==> src/rtl/pellet_ctrl.sv <==
`default_nettype none
// +----------------------------------------------------------------------------+
// | Module      : pellet_ctrl                                                  |
// | Description : Per-frame pellet scan against the player; owns pellet        |
// |               alive flags, drawer coordinates, score and level-clear.      |
// | Revision    : 1.0 - initial release                                        |
// +----------------------------------------------------------------------------+
module pellet_ctrl #(
    parameter int N_DOTS     = 15,
    parameter int HIT_R      = 8,
    parameter int DOT_POINTS = 10,
    parameter int SCORE_W    = 16
) (
    input  logic                           clk,
    input  logic                           rst_n,
    input  logic                           vblnk,
    input  logic [10:0]                    player_x,
    input  logic [10:0]                    player_y,
    input  logic                           game_start,
    output logic [N_DOTS-1:0][31:0]        position_x,
    output logic [N_DOTS-1:0][31:0]        position_y,
    output logic [N_DOTS-1:0]              dot_alive,
    output logic [SCORE_W-1:0]             score,
    output logic                           all_eaten,
    output logic                           scan_busy
);

    localparam int IDX_W = (N_DOTS > 1) ? $clog2(N_DOTS) : 1;
    localparam logic [IDX_W-1:0]   c_last_idx = IDX_W'(N_DOTS - 1);
    localparam logic [11:0]        c_dot_y    = 12'd30;
    localparam logic [11:0]        c_hit_r    = 12'(HIT_R);
    localparam logic [SCORE_W:0]   c_pts      = (SCORE_W + 1)'(DOT_POINTS);

    typedef enum logic [1:0] {
        WAIT_VB = 2'd0,
        SCAN    = 2'd1,
        OVER    = 2'd2
    } state_t;

    state_t               r_state, w_state_nxt;
    logic                 r_vblnk_q;
    logic [IDX_W-1:0]     r_idx, w_idx_nxt;
    logic [10:0]          r_px, r_py, w_px_nxt, w_py_nxt;
    logic [N_DOTS-1:0]    r_alive, w_alive_nxt;
    logic [SCORE_W-1:0]   r_score, w_score_nxt;
    logic                 r_all_eaten, w_all_eaten_nxt;
    logic                 r_busy, w_busy_nxt;

    logic                 w_vb_rise;
    logic [11:0]          w_dot_x, w_px12, w_py12, w_dx, w_dy;
    logic                 w_hit;
    logic [SCORE_W:0]     w_sum;
    logic [SCORE_W-1:0]   w_score_inc;

    function automatic logic [31:0] table_x(input int k);
        return 32'(32 + 64 * k);
    endfunction

    assign w_vb_rise = vblnk & ~r_vblnk_q;

    // Chebyshev distance from the latched player centre to the pellet under scan
    assign w_dot_x = 12'(32 + 64 * int'(r_idx));
    assign w_px12  = {1'b0, r_px};
    assign w_py12  = {1'b0, r_py};
    assign w_dx    = (w_px12 >= w_dot_x) ? (w_px12 - w_dot_x) : (w_dot_x - w_px12);
    assign w_dy    = (w_py12 >= c_dot_y) ? (w_py12 - c_dot_y) : (c_dot_y - w_py12);
    assign w_hit   = (w_dx <= c_hit_r) && (w_dy <= c_hit_r);

    assign w_sum       = {1'b0, r_score} + c_pts;
    assign w_score_inc = w_sum[SCORE_W] ? '1 : w_sum[SCORE_W-1:0];

    always_comb begin
        w_state_nxt     = r_state;
        w_idx_nxt       = r_idx;
        w_px_nxt        = r_px;
        w_py_nxt        = r_py;
        w_alive_nxt     = r_alive;
        w_score_nxt     = r_score;
        w_all_eaten_nxt = r_all_eaten;
        w_busy_nxt      = r_busy;

        if (game_start) begin
            w_state_nxt     = WAIT_VB;
            w_idx_nxt       = '0;
            w_alive_nxt     = '1;
            w_score_nxt     = '0;
            w_all_eaten_nxt = 1'b0;
            w_busy_nxt      = 1'b0;
        end else begin
            case (r_state)
                WAIT_VB: begin
                    if (w_vb_rise) begin
                        w_state_nxt = SCAN;
                        w_idx_nxt   = '0;
                        w_px_nxt    = player_x;
                        w_py_nxt    = player_y;
                        w_busy_nxt  = 1'b1;
                    end
                end
                SCAN: begin
                    if (r_alive[r_idx] && w_hit) begin
                        w_alive_nxt[r_idx] = 1'b0;
                        w_score_nxt        = w_score_inc;
                    end
                    if (r_idx == c_last_idx) begin
                        w_busy_nxt = 1'b0;
                        // The pellet cleared on this very edge counts toward level clear
                        if (w_alive_nxt == '0) begin
                            w_state_nxt     = OVER;
                            w_all_eaten_nxt = 1'b1;
                        end else begin
                            w_state_nxt = WAIT_VB;
                        end
                    end else begin
                        w_idx_nxt = r_idx + 1'b1;
                    end
                end
                OVER: begin
                end
                default: begin
                    w_state_nxt = WAIT_VB;
                end
            endcase
        end
    end

    always_ff @(posedge clk or negedge rst_n) begin
        if (!rst_n) begin
            r_state     <= WAIT_VB;
            r_vblnk_q   <= 1'b1;
            r_idx       <= '0;
            r_px        <= '0;
            r_py        <= '0;
            r_alive     <= '1;
            r_score     <= '0;
            r_all_eaten <= 1'b0;
            r_busy      <= 1'b0;
            for (int k = 0; k < N_DOTS; k++) begin
                position_x[k] <= table_x(k);
                position_y[k] <= 32'd30;
            end
        end else begin
            r_state     <= w_state_nxt;
            r_vblnk_q   <= vblnk;
            r_idx       <= w_idx_nxt;
            r_px        <= w_px_nxt;
            r_py        <= w_py_nxt;
            r_alive     <= w_alive_nxt;
            r_score     <= w_score_nxt;
            r_all_eaten <= w_all_eaten_nxt;
            r_busy      <= w_busy_nxt;
            // Coordinates follow the next alive state so they vanish on the clearing edge
            for (int k = 0; k < N_DOTS; k++) begin
                position_x[k] <= w_alive_nxt[k] ? table_x(k) : 32'd0;
                position_y[k] <= w_alive_nxt[k] ? 32'd30     : 32'd0;
            end
        end
    end

    assign dot_alive = r_alive;
    assign score     = r_score;
    assign all_eaten = r_all_eaten;
    assign scan_busy = r_busy;

endmodule
`default_nettype wire

==> config.mk <==
export PLATFORM = sky130hd
export DESIGN_NAME = pellet_ctrl
export DESIGN_NICKNAME = d
export VERILOG_FILES = /design/src/rtl/pellet_ctrl.sv
export SDC_FILE = /design/constraint.sdc
export NUM_CORES = 1
export LEC_CHECK = 0
export BUFFER_PORTS_ARGS = -buffer_cell sky130_fd_sc_hd__buf_2
export CAP_MARGIN = 20
export CORE_AREA = 10 10 385 387
export DETAILED_ROUTE_END_ITERATION = 8
export DIE_AREA = 0 0 395 397
export HOLD_SLACK_MARGIN = 0.1
export PLACE_DENSITY = 0.3
export SYNTH_ARGS = -nofsm -noshare
export SYNTH_HDL_FRONTEND = slang
export SYNTH_SLANG_ARGS = --single-unit
==> constraint.sdc <==
create_clock -name clk -period 10.7 [get_ports clk]
set_clock_uncertainty 0.1 [all_clocks]
set_input_delay 1.07 -clock clk [delete_from_list [all_inputs] [get_ports clk]]
set_output_delay 1.07 -clock clk [all_outputs]
set_load 0.05 [all_outputs]
==> results.md <==
- Worst R2R Start: r_idx[3]
- Synth async-reset ratio: 1.00
- Outcome: completed
- Rel. slew slack: 0.383
- Number of synthesized flops with an enable pin: 0
- Critical path startpoint: r_idx[3]
- P_sw: 922 µW
- Power Total: 1.47 mW
- Initial antenna violation count: 12
- P&R area growth vs syn: -4.96%
- Worst path cell trace: inv_1 > ha_1 > and3_1 > a211oi_4 > a2111oi_0 > a31oi_1 > a2111o_1 > or3_1 > o22ai_2 > or4b_1 > o22ai_1
- CTS tree: built
- Post-Synth Adder-Cell Area: 0.0205
- Final Hold Fails: 0
- Clock buffer depth: 2
- Clock sinks: 62
- Final #Nets: 1,465
- Ports: 1,019
- WP data required: 10,860 ps
- Vias: 6,117
- Synth Area in Simple Gates: 0.0634
- Seq/Total Area, Yosys: 0.140
- CTS Hold Bufs: 0
- Routability cong.: 0.688
- Total gr overflow: 0
- Worst path max stage delay: 800 ps
- Seq pwr share: 0.199
- VDD IR max: 0.0538 mV
- Filler cell count: approximately 17,000
- Pwr per Cell Area: 138 mW/mm²
- Fmax: between 200 and 250 MHz
- Total Routing Usage GR: 0.0419
- CP Max Fanout: 19
- Synth Area in Compound Gates: 0.0748
- Root Buffer: clkbuf_16
- CTS Buf Count: 9
- Core Box Area: about 0.14 mm²
- Die height: 397 µm
- Worst-Skew Late Latency: 350 ps
- Tmin final: 4550 ps
- Slowest-stage cell, CP: dfrtp_1
- Worst Setup Start Kind: flip-flop
- WP data arrival: about 4700 ps
- Fin cells: 3,324
- Portion of netlist area occupied by mux cells: 0.0349
- DRT antenna net count: 0
- Critical Path Sink Type: flip-flop
- Global-route wire length before repair: 49.6 mm
- Die area: 0.157 mm²
- Worst min path class: reg -> reg
- Initial Utilization: 0.0797
- Clk pwr share: 0.228
- Routed wire length: 37.4 mm
- Post-CTS Resized: 0
- LEAKAGE: 4.92 nW
- Post-synth cell types: 68
- Initial DRC Count: ~280
- Combinational family with the most area after synthesis: buffers and inverters
- Synthesis-stage register bit count: 62
- Net Sw Frac: 0.628
- Ys flop type: dfrtp_1
- Vias in the first global route: 6,538
- Worst-Margin Slew: 926 ps
- Hold Crit Start: r_px[1]
- Dpl hpwl: between 30 and 40 mm
- Setup tns final: 0 ps
- Inst Count DP: around 3,300
- DRT Pass-1 Iters: 5
- Xor/xnor share of the synthesized area: 0.00547
- PortBufs: 161
- Layout cells sized above 1: 0.158
- Yosys warnings: 0
- Max Cap Viol: 0
- Row cnt: 138
- WP buf/inv: 1
- Mapped cell area: 0.0112 mm²
- Setup violators final: 0
- Post-CTS Setup Inserts: 0
- Die X: 395 µm
- Register clock-pin slew on the reported worst setup and hold paths: 60 ps
- Syn_area_per_cell: 8.15 µm²
- DRC: 0
- Max-slew violation count: 0
- Drt wl/cell: 11.3 µm
- H-tree depth: 3
- Internal power: between 500 and 600 µW
- Cells after synthesis: between 1,000 and 1,500
- Number of vias per cell: 1.84
- Period utilization: 0.425
- Power share of the combinational group: 0.573
- Worst setup path class: reg -> reg
- Largest net degree at the start of global routing: 63
- Delay-heaviest family, CP: compound AO/OA/AOI/OAI gates
- RSZ-0062 raised after global routing: no
-- layout by cell type, fill, tap and decap left out, types with 5 or more instances in the layout --
| master | n |
|---|---|
| conb_1 | 857 |
| buf_2 | 161 |
| dfrtp_1 | 46 |
| nand3_1 | 29 |
| nor2_1 | 23 |
| mux2_2 | 23 |
| inv_1 | 20 |
| a21o_1 | 20 |
| nand2_1 | 19 |
| o21ai_0 | 16 |
| ha_1 | 16 |
| dfstp_2 | 16 |
| nand4_1 | 13 |
| a21oi_1 | 13 |
| a211oi_1 | 13 |
| and3_1 | 11 |
| mux2i_1 | 11 |
| nor3_1 | 10 |
| clkbuf_16 | 9 |
| diode_2 | 7 |
| o41ai_1 | 6 |
| xnor2_1 | 5 |
| a311oi_1 | 5 |
-- power by group through the flow --
| stage | logic [mW] | registers [mW] | clock network, mW |
|---|---|---|---|
| 6_report | 0.841 | 0.293 | 0.335 |
| 5_1_grt | 0.878 | 0.298 | 0.358 |
| 4_1_cts | 0.822 | 0.294 | 0.349 |
| 3_5_place_dp | 0.821 | 0.298 | 0 |
| 3_3_place_gp | 0.825 | 0.298 | 0 |
| 2_1_floorplan | 1.03 | 0.279 | 0 |
-- cells by family (layout without fill, tap and decap cells) --
family | count (synthesis) | after routing
adders and majority gates | 18 | 18
other | 1 | 864
buffers and inverters | 1005 | 201
and+or+nand+nor | 133 | 133
DFF | 62 | 62
muxes | 35 | 35
AOI/OAI and AO/OA | 114 | 114
xor gates and xnor gates | 7 | 7
-- through the flow --
stage / hold slack, ps / setup slack, ps / area, µm² / utilization
2_1_floorplan: 395 / 7000 / 14400 / -
3_3_place_gp: 416 / 6160 / 10300 / 0.0733
3_5_place_dp: 421 / 6200 / 10300 / 0.0733
4_1_cts: 432 / 6170 / 10600 / 0.0757
5_1_grt: 451 / 5820 / 10600 / 0.0757
6_report: 430 / 6150 / 10700 / 0.0758
-- worst paths after layout --
| kind | end | slack, ps | cells past startpoint |
|---|---|---|---|
| max in group asynchronous | score[6] | 9050 | 2 |
| min in group asynchronous | score[12] | 840 | 2 |
| worst max register to register | all_eaten | 6150 | 11 |
| worst min register to register | r_px[1] | 430 | 1 |
| worst max-delay path | all_eaten | 6150 | 11 |
| worst min-delay path | r_px[1] | 430 | 1 |
-- layout make-up --
type / instances / area, µm² / share of cell area
Timing Repair Buffer: 165 / 836 / 0.0785
Antenna cell: 7 / 17.5 / 0.00164
Clock buffer: 13 / 260 / 0.0244
Sequential cell: 62 / 1570 / 0.148
Tap cell: 1890 / 2360 / 0.222
Inverter: 20 / 75.1 / 0.00705
Multi-Input combinational cell: 1164 / 5460 / 0.512
Clock inverter: 3 / 67.6 / 0.00634
-- synthesized netlist by cell type, types with 10 or more instances --
cell,number,area share
ha_1,16,0.018
clkbuf_1,13,0.0044
nand4_1,13,0.0073
mux2_2,23,0.023
and3_1,11,0.0061
dfrtp_1,46,0.10
nand3_1,29,0.013
a211oi_1,13,0.0087
o21ai_0,16,0.0071
inv_1,20,0.0067
a21o_1,20,0.013
dfstp_2,16,0.038
buf_4,962,0.64
nor2_1,23,0.0077
mux2i_1,11,0.0098
nor3_1,10,0.0045
a21oi_1,13,0.0058
nand2_1,19,0.0064
-- flip-flops by register name, indices dropped and copies added (netlist names) --
name	flops
score	16
position_x	1
dot_alive	14
r_px	11
scan_busy	1
r_state	2
r_idx	4
r_py	11
all_eaten	1
r_vblnk_q	1
-- worst reg2reg max path, stage by stage, from the launching register on --
cell and delay [ps]:
dfrtp_1 800, inv_1 250, ha_1 540, and3_1 300, a211oi_4 110, a2111oi_0 400, a31oi_1 100, a2111o_1 550
or3_1 560, o22ai_2 180, or4b_1 460, o22ai_1 130
-- per-layer routing --
layer	wire (µm)	part of all wire	track usage	vias up
met3	3370	0.090	0.0165	33
met4	303	0.0081	0.00498	0
met2	20900	0.56	0.0818	408
li1	-	-	-	2740
met1	12800	0.34	0.0427	2936
met5	0	0	0	-
No activity file was read; power rests on OpenSTA's default activity.
